`src/rtl/bp_pkg.sv`:
```
// Shared types and bit positions for the branch resolve/update path.
package bp_pkg;

  localparam int unsigned PRED_TAKEN_BIT = 1;
  localparam int unsigned BTB_VALID_BIT  = 0;
  localparam int unsigned WEN_BTB        = 0;
  localparam int unsigned WEN_BHT        = 1;

  typedef struct packed {
    logic        valid;
    logic [31:0] pc;
    logic [1:0]  pred;
    logic [31:0] pred_target;
    logic        hit;
  } pred_meta_t;

  function automatic logic [31:0] seq_pc(input logic [31:0] pc);
    return pc + 32'd4;
  endfunction

endpackage

```
`src/rtl/branch_resolve_unit_if.sv`:
```
// Fetch-side, pipeline-control, EX-outcome and predictor-update signals of the resolve unit.
interface branch_resolve_unit_if #(
  parameter int unsigned CNT_W = 32
);

  logic             if_valid;
  logic [31:0]      if_pc;
  logic [1:0]       if_pred;
  logic [31:0]      if_pred_target;
  logic             if_hit;
  logic             stall_id;
  logic             stall_ex;
  logic             flush_id;
  logic             flush_ex;
  logic             ex_is_br;
  logic             ex_taken;
  logic [31:0]      ex_target;
  logic             mispredict;
  logic [31:0]      redirect_pc;
  logic [1:0]       w_en;
  logic             br_in;
  logic [31:0]      w_br_pc;
  logic [31:0]      w_br_target;
  logic [CNT_W-1:0] br_cnt;
  logic [CNT_W-1:0] miss_cnt;

  modport master (
    output if_valid, if_pc, if_pred, if_pred_target, if_hit,
    output stall_id, stall_ex, flush_id, flush_ex,
    output ex_is_br, ex_taken, ex_target,
    input  mispredict, redirect_pc, w_en, br_in, w_br_pc, w_br_target, br_cnt, miss_cnt
  );

  modport slave (
    input  if_valid, if_pc, if_pred, if_pred_target, if_hit,
    input  stall_id, stall_ex, flush_id, flush_ex,
    input  ex_is_br, ex_taken, ex_target,
    output mispredict, redirect_pc, w_en, br_in, w_br_pc, w_br_target, br_cnt, miss_cnt
  );

endinterface

```
`src/rtl/bp_meta_slot.sv`:
```
// One pipeline slot of prediction metadata; kill beats stall beats load.
module bp_meta_slot
  import bp_pkg::*;
(
  input  logic       clk,
  input  logic       rst_n,
  input  logic       i_kill,
  input  logic       i_stall,
  input  pred_meta_t i_load,
  output pred_meta_t o_slot
);

  pred_meta_t r_slot;
  pred_meta_t w_slot_d;

  always_comb begin
    w_slot_d = r_slot;
    if (i_kill) begin
      w_slot_d.valid = 1'b0;
    end else if (!i_stall) begin
      w_slot_d = i_load;
    end
  end

  always_ff @(posedge clk or negedge rst_n) begin
    if (!rst_n) begin
      r_slot <= '0;
    end else begin
      r_slot <= w_slot_d;
    end
  end

  assign o_slot = r_slot;

endmodule

```
`src/rtl/branch_resolve_unit.sv`:
```
// Carries IF prediction metadata to EX, resolves branches there, drives redirect and
// the predictor write port, and keeps saturating branch/mispredict counters.
module branch_resolve_unit
  import bp_pkg::*;
#(
  parameter int unsigned CNT_W = 32
) (
  input  logic                 clk,
  input  logic                 rst_n,
  branch_resolve_unit_if.slave bus
);

  pred_meta_t w_if_meta;
  pred_meta_t w_id_meta;
  pred_meta_t w_ex_meta;
  pred_meta_t w_ex_load;

  logic w_id_kill;
  logic w_ex_kill;
  logic w_resolve;
  logic w_dir_miss;
  logic w_tgt_miss;
  logic w_mispredict;
  logic [31:0] w_redirect_pc;

  logic r_resolved;
  logic w_resolved_d;

  logic [1:0]  r_w_en;
  logic [1:0]  w_w_en_d;
  logic        r_br_in;
  logic [31:0] r_w_br_pc;
  logic [31:0] r_w_br_target;

  logic [CNT_W-1:0] r_br_cnt;
  logic [CNT_W-1:0] r_miss_cnt;

  always_comb begin
    w_if_meta = '{
      valid:       bus.if_valid,
      pc:          bus.if_pc,
      pred:        bus.if_pred,
      pred_target: bus.if_pred_target,
      hit:         bus.if_hit
    };
  end

  // A stalled ID slot cannot advance, so EX takes a bubble instead.
  assign w_ex_load = bus.stall_id ? pred_meta_t'('0) : w_id_meta;

  assign w_id_kill = bus.flush_id | w_mispredict;
  assign w_ex_kill = bus.flush_ex | w_mispredict;

  bp_meta_slot u_id_slot (
    .clk     (clk),
    .rst_n   (rst_n),
    .i_kill  (w_id_kill),
    .i_stall (bus.stall_id),
    .i_load  (w_if_meta),
    .o_slot  (w_id_meta)
  );

  bp_meta_slot u_ex_slot (
    .clk     (clk),
    .rst_n   (rst_n),
    .i_kill  (w_ex_kill),
    .i_stall (bus.stall_ex),
    .i_load  (w_ex_load),
    .o_slot  (w_ex_meta)
  );

  always_comb begin
    w_resolve  = w_ex_meta.valid & bus.ex_is_br & ~r_resolved;
    w_dir_miss = bus.ex_taken != w_ex_meta.pred[PRED_TAKEN_BIT];
    w_tgt_miss = bus.ex_taken & w_ex_meta.pred[PRED_TAKEN_BIT] &
                 (bus.ex_target != w_ex_meta.pred_target);
    w_mispredict = w_resolve & (w_dir_miss | w_tgt_miss);
    w_redirect_pc = '0;
    if (w_mispredict) begin
      w_redirect_pc = bus.ex_taken ? bus.ex_target : seq_pc(w_ex_meta.pc);
    end
  end

  // Blocks a second update while stall_ex holds an already-resolved branch.
  always_comb begin
    w_resolved_d = r_resolved;
    if (w_ex_kill || !bus.stall_ex) begin
      w_resolved_d = 1'b0;
    end else if (w_resolve) begin
      w_resolved_d = 1'b1;
    end
  end

  always_comb begin
    w_w_en_d = '0;
    if (w_resolve) begin
      w_w_en_d[WEN_BHT] = 1'b1;
      // A not-taken hit also writes the BTB, to clear that entry.
      w_w_en_d[WEN_BTB] = bus.ex_taken | w_ex_meta.hit;
    end
  end

  always_ff @(posedge clk or negedge rst_n) begin
    if (!rst_n) begin
      r_resolved    <= 1'b0;
      r_w_en        <= '0;
      r_br_in       <= 1'b0;
      r_w_br_pc     <= '0;
      r_w_br_target <= '0;
    end else begin
      r_resolved <= w_resolved_d;
      r_w_en     <= w_w_en_d;
      if (w_resolve) begin
        r_br_in       <= bus.ex_taken;
        r_w_br_pc     <= w_ex_meta.pc;
        r_w_br_target <= bus.ex_target;
      end
    end
  end

  always_ff @(posedge clk or negedge rst_n) begin
    if (!rst_n) begin
      r_br_cnt   <= '0;
      r_miss_cnt <= '0;
    end else begin
      if (w_resolve && (r_br_cnt != '1)) begin
        r_br_cnt <= r_br_cnt + CNT_W'(1);
      end
      if (w_mispredict && (r_miss_cnt != '1)) begin
        r_miss_cnt <= r_miss_cnt + CNT_W'(1);
      end
    end
  end

  assign bus.mispredict  = w_mispredict;
  assign bus.redirect_pc = w_redirect_pc;
  assign bus.w_en        = r_w_en;
  assign bus.br_in       = r_br_in;
  assign bus.w_br_pc     = r_w_br_pc;
  assign bus.w_br_target = r_w_br_target;
  assign bus.br_cnt      = r_br_cnt;
  assign bus.miss_cnt    = r_miss_cnt;

endmodule

```
`src/flat_wrapper.sv`:
```
// flat-port wrapper written by rule: the top's interface ports become plain ports
module branch_resolve_unit_flat import bp_pkg::*;
#(
  parameter int unsigned CNT_W = 32
)
  (clk, rst_n, bus_if_valid, bus_if_pc, bus_if_pred, bus_if_pred_target, bus_if_hit, bus_stall_id, bus_stall_ex, bus_flush_id, bus_flush_ex, bus_ex_is_br, bus_ex_taken, bus_ex_target, bus_mispredict, bus_redirect_pc, bus_w_en, bus_br_in, bus_w_br_pc, bus_w_br_target, bus_br_cnt, bus_miss_cnt);
  branch_resolve_unit_if #(.CNT_W(CNT_W)) bus_i ();
  input  logic clk;
  input  logic rst_n;
  input wire logic [$bits(bus_i.if_valid)-1:0] bus_if_valid;
  input wire logic [$bits(bus_i.if_pc)-1:0] bus_if_pc;
  input wire logic [$bits(bus_i.if_pred)-1:0] bus_if_pred;
  input wire logic [$bits(bus_i.if_pred_target)-1:0] bus_if_pred_target;
  input wire logic [$bits(bus_i.if_hit)-1:0] bus_if_hit;
  input wire logic [$bits(bus_i.stall_id)-1:0] bus_stall_id;
  input wire logic [$bits(bus_i.stall_ex)-1:0] bus_stall_ex;
  input wire logic [$bits(bus_i.flush_id)-1:0] bus_flush_id;
  input wire logic [$bits(bus_i.flush_ex)-1:0] bus_flush_ex;
  input wire logic [$bits(bus_i.ex_is_br)-1:0] bus_ex_is_br;
  input wire logic [$bits(bus_i.ex_taken)-1:0] bus_ex_taken;
  input wire logic [$bits(bus_i.ex_target)-1:0] bus_ex_target;
  output wire logic [$bits(bus_i.mispredict)-1:0] bus_mispredict;
  output wire logic [$bits(bus_i.redirect_pc)-1:0] bus_redirect_pc;
  output wire logic [$bits(bus_i.w_en)-1:0] bus_w_en;
  output wire logic [$bits(bus_i.br_in)-1:0] bus_br_in;
  output wire logic [$bits(bus_i.w_br_pc)-1:0] bus_w_br_pc;
  output wire logic [$bits(bus_i.w_br_target)-1:0] bus_w_br_target;
  output wire logic [$bits(bus_i.br_cnt)-1:0] bus_br_cnt;
  output wire logic [$bits(bus_i.miss_cnt)-1:0] bus_miss_cnt;
  assign bus_i.if_valid = bus_if_valid;
  assign bus_i.if_pc = bus_if_pc;
  assign bus_i.if_pred = bus_if_pred;
  assign bus_i.if_pred_target = bus_if_pred_target;
  assign bus_i.if_hit = bus_if_hit;
  assign bus_i.stall_id = bus_stall_id;
  assign bus_i.stall_ex = bus_stall_ex;
  assign bus_i.flush_id = bus_flush_id;
  assign bus_i.flush_ex = bus_flush_ex;
  assign bus_i.ex_is_br = bus_ex_is_br;
  assign bus_i.ex_taken = bus_ex_taken;
  assign bus_i.ex_target = bus_ex_target;
  assign bus_mispredict = bus_i.mispredict;
  assign bus_redirect_pc = bus_i.redirect_pc;
  assign bus_w_en = bus_i.w_en;
  assign bus_br_in = bus_i.br_in;
  assign bus_w_br_pc = bus_i.w_br_pc;
  assign bus_w_br_target = bus_i.w_br_target;
  assign bus_br_cnt = bus_i.br_cnt;
  assign bus_miss_cnt = bus_i.miss_cnt;
  branch_resolve_unit #(.CNT_W(CNT_W)) u_core (.clk(clk), .rst_n(rst_n), .bus(bus_i));
endmodule
```
`config.mk`:
```
export PLATFORM = sky130hd
export DESIGN_NAME = branch_resolve_unit_flat
export DESIGN_NICKNAME = d
export VERILOG_FILES = /design/src/rtl/bp_pkg.sv /design/src/rtl/branch_resolve_unit_if.sv /design/src/rtl/bp_meta_slot.sv /design/src/rtl/branch_resolve_unit.sv /design/src/flat_wrapper.sv
export SDC_FILE = /design/constraint.sdc
export NUM_CORES = 1
export LEC_CHECK = 0
export CAP_MARGIN = 10
export CORE_ASPECT_RATIO = 0.9
export CORE_MARGIN = 3
export CORE_UTILIZATION = 46
export CTS_CLUSTER_SIZE = 25
export DETAILED_ROUTE_END_ITERATION = 10
export PLACE_DENSITY = 0.79
export SLEW_MARGIN = 20
export SYNTH_ARGS = -nofsm -noshare
export SYNTH_HDL_FRONTEND = slang
export SYNTH_HIERARCHICAL = 1
export SYNTH_SLANG_ARGS = --single-unit
```
`constraint.sdc`:
```
create_clock -name clk -period 2.45 [get_ports clk]
set_input_delay 0.49 -clock clk [delete_from_list [all_inputs] [get_ports clk]]
set_output_delay 0.49 -clock clk [all_outputs]
set_load 0.005 [all_outputs]
```
==> results by group, run 1 <==
Outcome
  • Outcome: complete, but fails checks
  • Violated checks: negative setup slack

Final layout
  • Filler cell count: about 1,800
  • Util after Layout: a little under three quarters
  • Synthesis-to-finish area growth: 49.5%
  • Area of the multi-input gates: 6140 sq um
  • Final nets: around 1,700
  • Register Area: 6660 sq um
  • Ant. Diodes: 0
  • Share of cells above drive strength 1: about 29%

GRT
  • First-pass GRT wire length: ~64,000 um
  • Antenna violations before repair: 1
  • Global route total overflow: 0
  • Number of global-route vias before repair: 11,000
  • GRT Resource Usage Total: ~28%
  • Largest net degree at the start of global routing: 71

STA
  • Skew final: 0.0120 ns
  • Least-Margin Pin Slew: 0.846 ns
  • Endpoints failing setup: 165
  • RSZ-0062 raised after global routing: true
  • FMAX: 314 MHz
  • Min Tclk post-route: 3.18 ns
  • Hold Fails Final Rpt: 0
  • Tcrit/Tclk final: 130%
  • Worst rel slew slack: 43.6%
  • Final setup margin: -0.731 ns
  • Pins Over Slew Limit: 0

Die
  • I/O pins: around 270
  • Die width: 180 um
  • Die H: about 160 um
  • Cell row count: between 50 and 60
  • Core ar.: 26,400 sq um
  • Initial core utilization: 47.4%
  • Die area: just under 30,000 sq um

Detailed routing
  • WL/cell: 21.7 um
  • # DRC: 0
  • Via count: around 10,000
  • Drt pass-1 iters: 7
  • DRT Wirelength: 41,700 um
  • Initial drt markers: 627
  • Via density: about 5.4
  • DRT antenna net count: 0

Power
  • Peak supply drop: 517 uV
  • Total leakage power: 8.75 nW
  • Switch Pwr: 3.26 mW
  • P per Cell Area: just under 700 nW/um^2
  • Combinational share of power: 22.4%
  • Clock Power Share: 35.2%
  • Sw Share: 25.7%
  • Sequential group share of total power: 42.5%
  • Pint: 9.41 mW

Place
  • HPWL after detailed placement: 27,000 um
  • Pre-CTS setup slack: -1.10 ns
  • IO Port Bufs: 270
  • Placer Congestion: 0.859

Flow run
  • Max cap viols: 0

Setup path
  • Data arrival, critical path: 2.69 ns
  • CP max FO: 5
  • Internal reg-to-reg setup slack: -0.56 ns
  • WS Path Type: reg2out
  • CP Launch Type: register
  • Crit end category: primary output
  • CP Data Required Time: between 1.5 and 2 ns

Clocking
  • Htree depth: 1
  • CTS max path bufs: 3
  • CTS tree: yes
  • Insertion delay to the later sink of the worst-skew pair: 0.54 ns
  • CTS Buf Count: 28
  • Root Driver: clkbuf_16
  • Reg clk slew, reported paths: 0.06 ns
  • Clock sink count: 266

Synth
  • Syn. warnings: 6
  • Mapped Avg Cell Area: around 11 sq um
  • Cells after Synth: approximately 1,100
  • Syn Nets: about 1,200
  • Mapped cell area: 12,500 sq um

Worst hold path
  • Worst Hold Class: in2reg
-- stage by stage --
stage	hold slack, ns	setup TNS [ns]	cells	area [sq um]	power [mW]
after CTS	0.476	-83.38	1924	18800	12.7
after global placement	0.457	-179.03	1823	16600	7.80
after global routing	0.431	-95.44	1919	18700	13.2
after floorplan	0.194	-1.47	1125	12600	6.43
final	0.408	-86.62	1919	18700	12.7
after detailed placement	0.462	-188.33	1823	16600	7.88
-- cell type report --
type                            count  area share [%]
Multi-Input combinational cell    794            32.8
Clock buffer                       41            4.38
Timing Repair Buffer              450            23.9
Tap cell                          348            2.33
Clock inverter                      8           0.762
Sequential cell                   266            35.6
Inverter                           12           0.254
-- worst max-delay path, stage by stage, from the launching register on --
cell      delay, ns
dfrtp_1        0.42
xnor2_2        0.20
nand4_1        0.18
nor4_2         0.36
buf_4          0.18
a21boi_4       0.06
o21ai_4        0.18
buf_12         0.16
buf_12         0.13
buf_6          0.10
a211oi_2       0.03
buf_2          0.14
-- routing by layer --
metal	track usage (%)	share of wire, %	vias to the layer above
met5	0	0.017	-
met4	9.81	4.0	2
met3	6.07	8.3	91
met2	46.2	46	514
met1	37.2	41	5166
li1	-	-	4627
-- registers in the layout, indices dropped and copies added, names as in the netlist --
signal	flops
u_core/r_resolved	1
u_core/bus.w_br_target	32
u_core/bus.br_cnt	32
u_core/u_id_slot/o_slot	67
u_core/bus.miss_cnt	32
u_core/bus.w_br_pc	32
u_core/u_ex_slot/o_slot	67
u_core/bus.w_en	2
u_core/bus.br_in	1
-- power groups by stage --
stage | logic [mW] | registers [mW] | clock network, mW
floorplan | 1.04 | 5.40 | 0
global placement | 2.41 | 5.39 | 0
detailed placement | 2.46 | 5.42 | 0
CTS | 2.82 | 5.37 | 4.51
global route | 3.02 | 5.45 | 4.71
finish | 2.83 | 5.38 | 4.46
-- worst paths after layout --
| kind | start | cells past startpoint | to |
|---|---|---|---|
| worst max-delay path | u_core/u_ex_slot/o_slot[24] | 11 | bus_redirect_pc[15] |
| worst min-delay path | bus_ex_target[31] | 4 | u_core/bus.w_br_target[31] |
| worst max register to register | u_core/u_ex_slot/o_slot[24] | 15 | u_core/u_id_slot/o_slot[35] |
| worst min register to register | u_core/bus.w_br_pc[6] | 2 | u_core/bus.w_br_pc[6] |
| max in group asynchronous | rst_n | 3 | u_core/u_ex_slot/o_slot[29] |
| min in group asynchronous | rst_n | 2 | u_core/bus.miss_cnt[13] |
-- what timing repair did --
item,in CTS,in global routing
resized for setup,296,28
endpoints found under the setup margin,165,166
endpoints found under the hold margin,59,0
hold buffers,1,0
setup buffers,34,6
pin swaps,30,7
gates cloned,18,0
-- cell usage in the layout, fill, tap and decap left out, types with 5 or more instances in the layout --
master and count:
inv_1 9, nand3_1 41, buf_4 129, nor3_1 8
nand4_1 42, nand2_1 212, a211oi_2 12, buf_12 26
and3_1 22, dlygate4sd2_1 14, buf_2 31, a21oi_1 11
buf_6 15, clkbuf_8 5, buf_16 9, and4_1 8
xnor2_1 82, xor2_1 21, clkdlybuf4s50_1 218, xnor2_2 18
nor2_1 57, clkbuf_1 7, mux2i_1 10, o21ai_0 7
nor2_4 8, clkbuf_16 29, dfrtp_1 266, nor2b_1 67
mux2_4 131
Note: power is estimated with default switching activity, not from simulation.
==> run 2, diff against run 1 <==
PLACE_DENSITY = 0.75   (was 0.79)
==> run 2 against run 1 <==
  * The run still ends with negative setup slack left
  * Total power shrank 0.37%
  * Clock power barely moved
  * Register-to-register slack worse by 0.13 ns
  * Sequential cell count is the same
  * Utilization about the same
  * First-iteration DRC count grew 14%
  * Final area about the same
  * Die area did not move
  * Global-route usage shrank 0.69 points
  * Combinational power shrank 1%
  * Highest routed layer unchanged
==> results by group, run 2 (synthesized netlist as in run 1, its figures left out) <==
Outcome
  • Outcome: complete, but fails checks
  • Violated checks: negative setup slack

GRT
  • Antenna violations before repair: 5
  • GRT Resource Usage Total: 27.4%
  • Largest net degree at the start of global routing: 71
  • Global route total overflow: 0
  • Number of global-route vias before repair: approximately 11,000
  • First-pass GRT wire length: 62,900 um

STA
  • Final setup margin: -0.780 ns
  • Hold Fails Final Rpt: 0
  • Pins Over Slew Limit: 0
  • Tcrit/Tclk final: 132%
  • Skew final: 0.0218 ns
  • Least-Margin Pin Slew: 0.856 ns
  • FMAX: 310 MHz
  • Sum Neg Setup Slack: -100.72 ns
  • Worst rel slew slack: 43.0%
  • RSZ-0062 raised after global routing: true
  • Endpoints failing setup: ~170
  • Min Tclk post-route: 3.23 ns

Setup path
  • CP Data Required Time: 1.96 ns
  • Worst setup path startpoint: bus_ex_target[3]
  • CP max-delay cell: clkdlybuf4s50_1
  • Worst path most repeated cell: buf_12
  • Crit path max-delay family: buffers and inverters
  • Crit end category: primary output
  • Worst-path cell chain: clkdlybuf4s50_1 -> xnor2_1 -> nand4_1 -> nor4_4 -> a21boi_2 -> o21ai_4 -> buf_12 -> buf_12 -> buf_16 -> buf_6 -> a211oi_2 -> buf_2
  • CP Launch Type: input pin
  • Worst reg2reg path startpoint: u_core/u_ex_slot/o_slot[5]
  • WS Path Type: in2out
  • Buf/Inv on CP: 6
  • Data arrival, critical path: 2.74 ns
  • CP max FO: 3
  • Crit-path max cell delay: 0.60 ns

Detailed routing
  • WL/cell: 21.3 um
  • # DRC: 0
  • Drt pass-1 iters: 5
  • DRT antenna net count: 0
  • Initial drt markers: 714
  • DRT Wirelength: 40,800 um
  • Via density: 5.31
  • Via count: 10,200

Final layout
  • Commonest non-fill, non-tap cell in the layout: dfrtp_1
  • Register Area: 6660 sq um
  • Filler cell count: between 1,500 and 2,000
  • Synthesis-to-finish area growth: 49.5%
  • Share of cells above drive strength 1: ~28%
  • Area of the multi-input gates: about 6000 sq um
  • Final nets: ~1,700
  • Commonest cells after routing, fill and taps aside: dfrtp_1 (266), clkdlybuf4s50_1 (223), nand2_1 (212)
  • Ant. Diodes: 0

Power
  • Pint: 9.34 mW
  • Combinational share of power: 22.1%
  • Switch Pwr: 3.29 mW
  • P per Cell Area: 675 nW/um^2
  • Peak supply drop: 663 uV
  • Total leakage power: approximately 8.7 nW
  • Sequential group share of total power: 42.6%
  • Total power: 12.6 mW
  • Sw Share: 26.1%
  • Clock Power Share: 35.4%

Die
  • Die area: between 20,000 and 30,000 sq um
  • Die H: 163 um
  • Die width: 180 um
  • Initial core utilization: 47.4%
  • Core ar.: ~26,000 sq um
  • I/O pins: 272
  • Cell row count: 56

Worst hold path
  • Hold_sp: bus_ex_target[4]
  • Worst Hold Class: in2reg

Clocking
  • CTS tree: yes
  • CTS max path bufs: 3
  • Root Driver: clkbuf_16
  • Insertion delay to the later sink of the worst-skew pair: ~0.56 ns
  • CTS Buf Count: 29
  • Clock sink count: 266
  • Reg clk slew, reported paths: 0.06 ns
  • Htree depth: 1

Place
  • HPWL after detailed placement: ~27,000 um
  • IO Port Bufs: 270
  • Placer Congestion: 0.892

Flow run
  • Max cap viols: 0
## run 2: cell count changes in the layout (fill, tap and decap cells not counted), moves of 3 or more
cell | before | now
buf_16 | 9 | 12
buf_4 | 129 | 123
buf_6 | 15 | 7
buf_8 | 4 | 7
clkdlybuf4s50_1 | 218 | 223
clkinv_2 | 3 | 8
dlymetal6s2s_1 | 3 | 0
xnor2_1 | 82 | 88
xnor2_2 | 18 | 12
## run 2: layout make-up
type,instances,area share (%)
Multi-Input combinational cell,794,32.5
Clock inverter,13,0.782
Tap cell,348,2.33
Timing Repair Buffer,446,24.1
Inverter,12,0.254
Clock buffer,40,4.42
Sequential cell,266,35.6
## run 2: worst register-to-register path: cells and delay by family, from the launching register on
kind / cells / cell delay (ns)
mux: 1 / 0.29
flops: 1 / 0.40
simple gates: 4 / 0.82
xor+xnor: 1 / 0.23
buf+inv: 8 / 0.99
compound gates: 2 / 0.29
## run 2: stage by stage
stage | instances | hold WS, ns | utilization (%) | cell area, sq um | setup slack (ns)
6_report | 1919 | 0.434 | 70.9 | 18700 | -0.780
5_1_grt | 1919 | 0.424 | 70.9 | 18700 | -0.865
4_1_cts | 1922 | 0.412 | 70.8 | 18700 | -0.728
3_5_place_dp | 1821 | 0.461 | 62.9 | 16600 | -1.20
3_3_place_gp | 1821 | 0.457 | 62.9 | 16600 | -1.15
2_1_floorplan | 1125 | 0.194 | - | 12600 | -0.0489
## run 2: routing by layer
metal | track usage, % | vias up | part of all wire [%]
met5 | 0 | - | 0.12
met4 | 5.06 | 8 | 2.0
met3 | 5.25 | 66 | 7.3
met2 | 46.0 | 420 | 47
met1 | 37.8 | 5054 | 43
li1 | - | 4634 | -
## run 2: power groups by stage
stage	combinational [mW]	sequential, mW	clock, mW
floorplan	1.04	5.40	0
global placement	2.40	5.40	0
finish	2.79	5.38	4.46
detailed placement	2.45	5.42	0
global route	2.97	5.44	4.75
CTS	2.77	5.36	4.52
## run 2: path summary, 6_finish.rpt
check | end | slack (ns) | depth (start not counted)
setup / recovery | bus_redirect_pc[25] | -0.78 | 12
hold / removal | u_core/bus.w_br_target[4] | 0.43 | 3
setup reg to reg | u_core/u_id_slot/o_slot[2] | -0.69 | 16
hold reg to reg | u_core/bus.w_br_pc[4] | 0.47 | 2
max in group asynchronous | u_core/bus.miss_cnt[9] | 1.25 | 3
min in group asynchronous | u_core/bus.miss_cnt[13] | 0.51 | 2
## run 2: timing repair
action | 4_1_cts | 5_1_grt
gates cloned | 19 | 1
hold buffers | 1 | 0
buffers inserted | 30 | 10
endpoints found under the hold margin | 59 | 0
endpoints found under the setup margin | 165 | 166
pin swaps | 16 | 13
resized for setup | 274 | 38
==> run 3, diff against run 2 <==
ABC_AREA = 1   (was default)
CORE_UTILIZATION = 50   (was 46)
PLACE_DENSITY = 0.76   (was 0.75)
clock period = 3.05 ns   (was 2.45 ns; I/O delays follow)
==> run 3 against run 2 <==
  * The run still ends with negative setup slack left
  * Final area rose by 1.6%
  * Critical path depth did not move
  * Worst setup slack improved by 0.74 ns
  * Worst hold slack worse by 0.37 ns
  * Highest routed layer unchanged
  * Utilization fell by 1.6 points
  * First-iteration DRC count rose by 73%
  * Cell count up 36%
  * Synthesized cell count up 69%
  * Sequential cell count stayed put
==> results by group, run 3 <==
Setup path
  • Worst path most repeated cell: nand2_1
  • Crit-path max cell delay: 0.44 ns
  • Worst reg2reg path startpoint: u_core/u_ex_slot/o_slot[14]
  • Buf/Inv on CP: 2
  • Internal reg-to-reg setup slack: 0.48 ns
  • Data arrival, critical path: 2.48 ns
  • Crit path max-delay family: simple AND/OR/NAND/NOR gates
  • Worst R2R Path Depth: 17
  • FF-to-FF End: u_core/u_ex_slot/o_slot[40]
  • Crit end category: primary output
  • WS Path Type: reg2out
  • CP Launch Type: register
  • CP max FO: 12
  • CP Data Required Time: 2.44 ns
  • Worst-path cell chain: xnor2_1 -> nand2_1 -> nor2_1 -> nand2_1 -> nor2_1 -> nand2_1 -> nand2_1 -> nand2_2 -> nand2_4 -> buf_12 -> nor2_1 -> clkdlybuf4s50_1
  • CP max-delay cell: clkdlybuf4s50_1
  • Worst setup path startpoint: u_core/u_ex_slot/o_slot[14]

Final layout
  • Commonest non-fill, non-tap cell in the layout: nand2_1
  • Share of cells above drive strength 1: about 12%
  • Final nets: 2,336
  • Commonest cells after routing, fill and taps aside: nand2_1 (687), dfrtp_1 (253), clkdlybuf4s50_1 (203)
  • Post-route design area: 19,000 sq um
  • Synthesis-to-finish area growth: 34.2%
  • Util after Layout: 69.3%

Clocking
  • Clock sink count: 266
  • CTS max path bufs: 3
  • Htree depth: 1
  • Reg clk slew, reported paths: 0.06 ns
  • Root Driver: clkbuf_16
  • Hold Buf Count CTS: 0
  • CTS Buf Count: 28
  • Insertion delay to the later sink of the worst-skew pair: 0.54 ns
  • CTS tree: yes

Detailed routing
  • Via count: 13,600
  • WL/cell: 17.3 um
  • DRT antenna net count: 0
  • Via density: approximately 5.2
  • Initial drt markers: 1,237
  • # DRC: 0
  • DRT Wirelength: ~45,000 um
  • Drt pass-1 iters: 5

Die
  • Core ar.: 27,500 sq um
  • Initial core utilization: 51.6%
  • Die area: approximately 30,000 sq um
  • I/O pins: 272
  • Cell row count: between 50 and 60
  • Die H: around 170 um
  • Die width: 183 um

STA
  • Worst rel slew slack: 49.6%
  • Endpoints failing setup: 1
  • Pins Over Slew Limit: 0
  • RSZ-0062 raised after global routing: true
  • Final setup margin: -0.0426 ns
  • Min Tclk post-route: roughly 3 ns
  • Hold Fails Final Rpt: 0
  • Least-Margin Pin Slew: 0.756 ns
  • Tcrit/Tclk final: 101%
  • FMAX: 323 MHz
  • Hold_ws: 0.0598 ns
  • Skew final: ~0.0079 ns

Power
  • Peak supply drop: roughly 400 uV
  • Total leakage power: between 9 and 10 nW
  • P per Cell Area: 513 nW/um^2

GRT
  • GRT Resource Usage Total: between 20% and 30%
  • Met2 track demand over resource: 44.1%
  • First-pass GRT wire length: 70,200 um
  • Number of global-route vias before repair: around 13,000
  • Largest net degree at the start of global routing: 92
  • Antenna violations before repair: 7
  • Met3 Track Usage GR: 3.79%
  • Global route total overflow: 0
  • Grt met1 use: 40.6%
  • Gr busiest metal: met2

Worst hold path
  • Worst Hold Class: in2async

Place
  • HPWL after detailed placement: 33,200 um
  • Post-DP Area: 17,600 sq um
  • Placer Congestion: 0.982
  • IO Port Bufs: 270

Flow run
  • Max cap viols: 0

Synth
  • Syn Nets: approximately 2,000
  • Cells after Synth: ~1,900
  • Syn. warnings: 6
  • Mapped cell area: 14,200 sq um
  • Mapped Avg Cell Area: approximately 7.4 sq um

Outcome
  • Violated checks: negative setup slack
  • Outcome: complete, but fails checks
## run 3: layout make-up
cell class,count,area (sq um)
fillers,2277,8440
flip-flops and latches,266,6670
multi-input cells,1364,6610
repair buffers,381,3700
clock buffers,41,821
inverters,183,687
well taps,354,443
clock inverters,9,72.6
diodes,3,7.51
## run 3: metal layers
metal / routed length [um] / part of all wire, %
met1: 19700 / 44
met3: 2810 / 6.3
met5: 55 / 0.12
met4: 2440 / 5.4
met2: 19900 / 44
## run 3: how the worst max path moves through the flow
stage / end / slack, ns / cells past startpoint
final: bus_redirect_pc[14] / -0.04 / 12
after global routing: bus_redirect_pc[14] / -0.16 / 14
after floorplan: u_core/u_id_slot/o_slot[10] / 0.68 / 19
after global placement: bus_redirect_pc[17] / -0.20 / 13
after CTS: bus_redirect_pc[14] / -0.12 / 9
after detailed placement: bus_redirect_pc[30] / -0.26 / 15
## run 3: repair_timing
action	4_1_cts	5_1_grt
gates resized for setup	109	77
setup endpoints to repair	33	33
cloned	0	2
buffers inserted	13	13
pin swaps	18	45
hold endpoints to repair	0	0
## run 3: power by group
part	total, mW	leakage (nW)	switching [mW]	internal (mW)
combinational	2.02	5.55	1.02	1.00
sequential	4.40	3.43	0.392	4.01
clock	3.33	0.443	1.39	1.94
## run 3: per-stage QoR
step | setup TNS (ns) | power [mW] | setup slack (ns) | cells
floorplan | 0 | 5.16 | 0.685 | 1905
global placement | -6.48 | 6.34 | -0.205 | 2520
detailed placement | -6.89 | 6.40 | -0.260 | 2520
CTS | -0.319 | 9.77 | -0.121 | 2583
global route | -0.512 | 10.2 | -0.164 | 2600
finish | -0.0426 | 9.75 | -0.0426 | 2601
## run 3: worst reg2reg max path, stage by stage (launching register included)
cell	delay [ns]
dfrtp_1	0.42
xnor2_1	0.19
nand2_1	0.07
nor2_1	0.10
nand2_1	0.08
nor2_1	0.13
nand2_1	0.06
nand2_1	0.07
nand2_2	0.08
nand2_4	0.10
buf_6	0.13
buf_8	0.13
buf_4	0.12
buf_4	0.10
nand2_2	0.10
buf_4	0.25
o21ai_0	0.23
nand2_1	0.08
